<file path="config.mk">
export PLATFORM = sky130hd
export DESIGN_NAME = fetch_redirect_unit
export DESIGN_NICKNAME = d
export VERILOG_FILES = /design/src/rtl/fetch_redirect_unit_pkg.sv /design/src/rtl/fetch_skid_buffer.sv /design/src/rtl/fetch_redirect_unit.sv
export SDC_FILE = /design/constraint.sdc
export NUM_CORES = 1
export LEC_CHECK = 0
export BUFFER_PORTS_ARGS = -buffer_cell sky130_fd_sc_hd__buf_2
export CORE_MARGIN = 3
export CORE_UTILIZATION = 55
export CTS_CLUSTER_DIAMETER = 150
export DETAILED_ROUTE_END_ITERATION = 8
export GPL_ROUTABILITY_DRIVEN = 0
export PLACE_DENSITY = 0.77
export SYNTH_ARGS = -nofsm -noshare
export SYNTH_HDL_FRONTEND = slang
export SYNTH_HIERARCHICAL = 1
export SYNTH_SLANG_ARGS = --single-unit
</file>
<file path="constraint.sdc">
create_clock -name clk -period 7.45 [get_ports clk]
set_clock_uncertainty 0.15 [all_clocks]
set_input_delay 0.745 -clock clk [delete_from_list [all_inputs] [get_ports clk]]
set_output_delay 0.745 -clock clk [all_outputs]
set_load 0.05 [all_outputs]
</file>
<file path="src/rtl/fetch_redirect_unit_pkg.sv">
// Shared definitions for the fetch stage: exception codes, the issued-word record
// and a small address helper.
package fetch_redirect_unit_pkg;

    localparam logic [7:0] TRAP_NONE        = 8'h00;
    localparam logic [7:0] TRAP_STALL       = 8'h0F;
    localparam logic [7:0] TRAP_FETCH_ALIGN = 8'h10;

    typedef struct packed {
        logic [31:0] inst;
        logic [31:0] next_pc;
        logic        br_trigger;
    } fetch_word_t;

    function automatic logic is_word_aligned(input logic [31:0] addr);
        return (addr[1:0] == 2'b00);
    endfunction

endpackage

</file>
<file path="src/rtl/fetch_skid_buffer.sv">
// One-entry holding register for a fetched word that arrives while decode is stalled.
module fetch_skid_buffer
    import fetch_redirect_unit_pkg::*;
(
    input  logic        clk,
    input  logic        rst,
    input  logic        push,
    input  logic        pop,
    input  fetch_word_t din,
    output fetch_word_t dout,
    output logic        full,
    output logic        empty
);

    fetch_word_t data_r;
    logic        full_r;

    // Capture on push, release on pop; push only happens while empty
    always_ff @(posedge clk) begin
        if (rst) begin
            data_r <= '0;
            full_r <= 1'b0;
        end else if (push) begin
            data_r <= din;
            full_r <= 1'b1;
        end else if (pop) begin
            data_r <= data_r;
            full_r <= 1'b0;
        end else begin
            data_r <= data_r;
            full_r <= full_r;
        end
    end

    assign dout  = data_r;
    assign full  = full_r;
    assign empty = ~full_r;

endmodule

</file>
<file path="src/rtl/fetch_redirect_unit.sv">
// Instruction fetch and PC sequencing with delay-slot redirects, in-flight discard,
// misaligned-target faulting and a one-word skid buffer under decode stall.
module fetch_redirect_unit
    import fetch_redirect_unit_pkg::*;
#(
    parameter logic [31:0] RESET_PC = 32'h0000_0000
) (
    input  logic        clk,
    input  logic        rst,
    input  logic        br_enable,
    input  logic [31:0] br_target,
    input  logic        stall_in,
    output logic        imem_req,
    output logic [31:0] imem_addr,
    input  logic        imem_ready,
    input  logic [31:0] imem_rdata,
    output logic [31:0] inst,
    output logic        inst_valid,
    output logic [31:0] next_pc,
    output logic        br_trigger,
    output logic [7:0]  exception
);

    typedef enum logic [1:0] {
        ST_FETCH   = 2'd0,
        ST_DISCARD = 2'd1,
        ST_FAULT   = 2'd2
    } state_t;

    state_t      state_r, state_nx_s;
    logic [31:0] pc_r, pc_nx_s;
    logic        redir_flag_r, redir_nx_s;
    logic        fault_pending_r, fault_pending_nx_s;
    logic [31:0] fault_npc_r, fault_npc_nx_s;
    logic        imem_req_r, req_nx_s;
    logic [31:0] imem_addr_r, addr_nx_s;
    logic [31:0] inst_r, next_pc_r;
    logic        inst_valid_r, br_trigger_r;
    logic [7:0]  exception_r;

    logic        hs_s, br_aligned_s, br_misaligned_s, deliver_s, fault_issue_s;
    logic        skid_push_s, skid_pop_s, skid_full_s, skid_empty_s, skid_full_nx_s;
    fetch_word_t fetch_word_s, skid_word_s;

    assign hs_s            = imem_req_r & imem_ready;
    assign br_aligned_s    = br_enable & is_word_aligned(br_target);
    assign br_misaligned_s = br_enable & ~is_word_aligned(br_target);
    // Words returning while DISCARD are dropped; only FETCH delivers them
    assign deliver_s       = hs_s & (state_r == ST_FETCH);
    assign fault_issue_s   = (state_r == ST_FAULT) & fault_pending_r & ~stall_in & skid_empty_s;
    assign skid_push_s     = deliver_s & stall_in;
    assign skid_pop_s      = ~skid_empty_s & ~stall_in;
    assign skid_full_nx_s  = skid_push_s | (skid_full_s & stall_in);
    assign fetch_word_s    = '{inst: imem_rdata, next_pc: imem_addr_r + 32'd4, br_trigger: redir_flag_r};

    fetch_skid_buffer u_skid (
        .clk   (clk),
        .rst   (rst),
        .push  (skid_push_s),
        .pop   (skid_pop_s),
        .din   (fetch_word_s),
        .dout  (skid_word_s),
        .full  (skid_full_s),
        .empty (skid_empty_s)
    );

    // Next-state, PC and redirect bookkeeping
    always_comb begin
        state_nx_s         = state_r;
        pc_nx_s            = pc_r;
        redir_nx_s         = redir_flag_r;
        fault_pending_nx_s = fault_pending_r;
        fault_npc_nx_s     = fault_npc_r;
        case (state_r)
            ST_FETCH: begin
                if (br_misaligned_s) begin
                    state_nx_s         = ST_FAULT;
                    fault_pending_nx_s = 1'b1;
                    fault_npc_nx_s     = br_target + 32'd4;
                    redir_nx_s         = 1'b0;
                end else if (br_aligned_s) begin
                    pc_nx_s    = br_target;
                    redir_nx_s = 1'b1;
                    if (imem_req_r & ~imem_ready) begin
                        state_nx_s = ST_DISCARD;
                    end else begin
                        state_nx_s = ST_FETCH;
                    end
                end else if (hs_s) begin
                    pc_nx_s    = pc_r + 32'd4;
                    redir_nx_s = 1'b0;
                end else begin
                    state_nx_s = ST_FETCH;
                end
            end
            ST_DISCARD: begin
                if (br_misaligned_s) begin
                    state_nx_s         = ST_FAULT;
                    fault_pending_nx_s = 1'b1;
                    fault_npc_nx_s     = br_target + 32'd4;
                    redir_nx_s         = 1'b0;
                end else begin
                    if (br_aligned_s) begin
                        pc_nx_s = br_target;
                    end else begin
                        pc_nx_s = pc_r;
                    end
                    if (hs_s) begin
                        state_nx_s = ST_FETCH;
                    end else begin
                        state_nx_s = ST_DISCARD;
                    end
                end
            end
            ST_FAULT: begin
                if (br_aligned_s) begin
                    state_nx_s         = ST_FETCH;
                    pc_nx_s            = br_target;
                    redir_nx_s         = 1'b1;
                    fault_pending_nx_s = 1'b0;
                end else if (br_misaligned_s) begin
                    fault_pending_nx_s = 1'b1;
                    fault_npc_nx_s     = br_target + 32'd4;
                end else if (fault_issue_s) begin
                    fault_pending_nx_s = 1'b0;
                end else begin
                    state_nx_s = ST_FAULT;
                end
            end
            default: begin
                state_nx_s = ST_FETCH;
            end
        endcase
    end

    // Request generation: no new request while the skid entry is occupied
    always_comb begin
        req_nx_s = 1'b0;
        case (state_nx_s)
            ST_FETCH:   req_nx_s = ~skid_full_nx_s;
            ST_DISCARD: req_nx_s = 1'b1;
            default:    req_nx_s = 1'b0;
        endcase
        if (state_nx_s == ST_DISCARD) begin
            addr_nx_s = imem_addr_r;
        end else begin
            addr_nx_s = pc_nx_s;
        end
    end

    // FSM state, fetch request and issue registers
    always_ff @(posedge clk) begin
        if (rst) begin
            state_r         <= ST_FETCH;
            pc_r            <= RESET_PC;
            redir_flag_r    <= 1'b0;
            fault_pending_r <= 1'b0;
            fault_npc_r     <= 32'h0000_0000;
            imem_req_r      <= 1'b0;
            imem_addr_r     <= 32'h0000_0000;
            inst_r          <= 32'h0000_0000;
            next_pc_r       <= 32'h0000_0000;
            inst_valid_r    <= 1'b0;
            br_trigger_r    <= 1'b0;
            exception_r     <= TRAP_STALL;
        end else begin
            state_r         <= state_nx_s;
            pc_r            <= pc_nx_s;
            redir_flag_r    <= redir_nx_s;
            fault_pending_r <= fault_pending_nx_s;
            fault_npc_r     <= fault_npc_nx_s;
            imem_req_r      <= req_nx_s;
            imem_addr_r     <= addr_nx_s;
            if (stall_in) begin
                inst_r       <= inst_r;
                next_pc_r    <= next_pc_r;
                inst_valid_r <= inst_valid_r;
                br_trigger_r <= br_trigger_r;
                exception_r  <= exception_r;
            end else if (~skid_empty_s) begin
                inst_r       <= skid_word_s.inst;
                next_pc_r    <= skid_word_s.next_pc;
                inst_valid_r <= 1'b1;
                br_trigger_r <= skid_word_s.br_trigger;
                exception_r  <= TRAP_NONE;
            end else if (deliver_s) begin
                inst_r       <= fetch_word_s.inst;
                next_pc_r    <= fetch_word_s.next_pc;
                inst_valid_r <= 1'b1;
                br_trigger_r <= fetch_word_s.br_trigger;
                exception_r  <= TRAP_NONE;
            end else if (fault_issue_s) begin
                inst_r       <= 32'h0000_0000;
                next_pc_r    <= fault_npc_r;
                inst_valid_r <= 1'b1;
                br_trigger_r <= 1'b1;
                exception_r  <= TRAP_FETCH_ALIGN;
            end else begin
                inst_r       <= inst_r;
                next_pc_r    <= next_pc_r;
                inst_valid_r <= 1'b0;
                br_trigger_r <= 1'b0;
                exception_r  <= TRAP_STALL;
            end
        end
    end

    assign imem_req   = imem_req_r;
    assign imem_addr  = imem_addr_r;
    assign inst       = inst_r;
    assign next_pc    = next_pc_r;
    assign inst_valid = inst_valid_r;
    assign br_trigger = br_trigger_r;
    assign exception  = exception_r;

endmodule

</file>
==> results.toml <==
[critical_path]
crit_required_ps = 7730
cp-end-kind = "flop"
crit_type = "reg2reg"
crit_arrival_ps = 4090
r2r_setup_slack_ps = 3640
crit_path_start_kind = "flop"
cp_max_fo = 74

[final_layout]
antenna_cells = 0
drive_gt1_share_pct = 18.16
fin_nets = 1623
final_area_mm2 = 0.01365
area_growth_pct = 13.10
fill_cells = 1826

[global_routing]
grtUsageTotal_pct = 29.46
grt_pass1_wl_um = 58260
gr-usage-met2_pct = 45.97
grt_antenna_before_repair = 0
gr-usage-met1_pct = 40.46
globalRouteOverflowTotal = 0
grt_max_degree = 80
met3_usage_pct = 6.220
grt_busiest_layer = "met2"
grt_pass1_vias = 10940

[sta]
report.final.slew_viol_count = 0
finalCritPeriodShare_pct = 51.17
setup-tns-final_ps = 0
slew_headroom_pct = 31.58
finalSetupViolCount = 0
hold_viol_final = 0
period_needed_ps = 3812
rsz0062_at_grt = "no"
worstMarginPinSlew_ps = 1026
fmax_mhz = 262.3

[cts]
cts_tree = "done"
cts_made_buffers = 26
ctsHoldBuffers = 0
cts_buffer_depth = 3
clkLatencyLatePin_ps = 530
cts_htree_levels = 1
cts_setup_buffers = 0
clock_tree.root_cell = "clkbuf_16"
cts.sinks = 235
cts_resized = 0
cts.reportedPaths.clkPinSlew_ps = 60

[yosys]
yosysTopAreaCell = "dfxtp_1"
yosysMostFrequentCell = "nor2_1"
yosysWarnings = 6
ys_types = 81
synth_top_family_by_area = "simple AND/OR/NAND/NOR gates"
synth.top_cell.area_share_pct = 38.99
ys_top_cells_by_count = "240 x nor2_1, 235 x dfxtp_1, 104 x nand2_1"
synth.top_cells.by_area = "dfxtp_1 39%, nor2_1 7.5%, mux2i_1 5.8%"
synth_top_flop_cell = "dfxtp_1"
synth_simple_gate_area_share_pct = 23.71
ys_seq_elements = 235
synth-xor-area-share_pct = 4.345
synth_area_mm2 = 0.01207
synthArstFlopShare_pct = 0
synth-seq-area-share_pct = 38.99
syn_area_per_cell_um2 = 8.327
synth_edf_count = 0
muxShareOfSynthArea_pct = 5.807
synth_fa_ha_area_share_pct = 0.7259
synth-compound-area-share_pct = 20.37
syn_inst = 1449

[place]
placed_area_mm2 = 0.01278
dp_hpwl_um = 25020
port_buffers = 172

[worst_hold_path]
hold_path_class = "reg2reg"

[job]
maxCapViolations = 0

[routing]
drc = 0
final_antenna_net_count = 0
vias = 11710
first_pass_iters = 6
wl_per_cell_um = 20.02
routed_wl_um = 36820
drt_iter0_drc = 1386
via_per_inst = 6.369

[floorplan]
rows = 53
start_util_pct = 56.68
die_area_mm2 = 0.02375
die_x_um = 154.1
floorplan.die.height_um = 154.1
core-area_mm2 = 0.02129
io_pins = 176

[power_and_ir_drop]
power_density_mw_per_mm2 = 250.2
max-vdd-ir-drop_v = 0.0001942
p_leak_nw = 5.354

[status]
status = "completed"
final cells by class:
cell class / instances / area (um^2) / share of cell area (%)
multi-input cells: 1077 / 6670 / 48.88
inverters: 19 / 71.32 / 0.5226
clock inverters: 10 / 143.9 / 1.054
repair buffers: 188 / 987.2 / 7.235
clock buffers: 35 / 724.4 / 5.309
flip-flops and latches: 235 / 4705 / 34.48
well taps: 275 / 344.1 / 2.522
routing by layer:
metal  routed length, um  vias up  part of all wire, %
li1                    -     5458                    -
met1               15340     5476                   42
met2               16060      663                   44
met3                4051      115                   11
met4                1366        0                  3.7
met5                   0        -                    0
cells by family after synthesis:
kind of cell	count (synthesis)
muxes	70
other	1
and+or+nand+nor	591
AOI/OAI and AO/OA	347
xor gates and xnor gates	59
DFF	235
buffers and inverters	139
adders and majority gates	7
critical path, stage by stage, from the launching register on:
cell	delay, ps
dfxtp_1	330
inv_1	120
ha_1	850
nand3_1	540
buf_4	400
a31oi_4	220
buf_4	620
nor2_1	120
a2111oi_2	330
where the power goes:
part           total, W  switching, W  internal (W)  leakage (nW)
registers       0.00142     0.0000820       0.00134          1.91
logic          0.000692      0.000493      0.000199          3.01
clock network   0.00130      0.000513      0.000785         0.429
metrics by stage:
stage	setup WS, ps	cells	utilization, %	total power [W]	hold WS [ps]
2_1_floorplan	4788	1451	-	0.001940	286.6
3_3_place_gp	3820	1794	60.02	0.002115	296.6
3_5_place_dp	3713	1794	60.02	0.002126	303.1
4_1_cts	3711	1839	64.10	0.003417	305.1
5_1_grt	3317	1839	64.10	0.003535	316.7
6_report	3638	1839	64.10	0.003414	312.0
sequential cells by signal (all words and copies together) (netlist names), 2 cells and up:
name and count:
state_r 2, u_skid/dout 65, imem_addr 32, pc_r 32, fault_npc_r 32, exception 2
next_pc 32, inst 32
path summary, 6_finish.rpt:
path,end,depth (start not counted),startpoint
setup / recovery,next_pc[27],8,state_r[1]
hold reg to reg,fault_npc_r[3],2,fault_npc_r[3]
hold / removal,fault_npc_r[3],2,fault_npc_r[3]
setup reg to reg,next_pc[27],8,state_r[1]
cells in the final DEF, fill, tap and decap left out, drive strengths merged, types with 5 or more instances in the layout:
master and instances:
inv 20, and3 35, xnor2 33, and2 15, o211ai 5, a211oi 55, a311oi 11, dfxtp 235
nor4 16, a2111oi 5, o31a 5, a31oi 21, xor2 26, nand4 32, nand3 40, nor2 242
clkinv 6, nor3 59, or3 12, a21o 8, a221oi 37, a21oi 88, nand2 104, o31ai 6
mux2i 70, a22oi 6, o21ai 58, clkbuf 35, o22ai 9, and4 12, a31o 6, ha 7
buf 188, nor2b 7
Power figures use the tool's default switching activity.
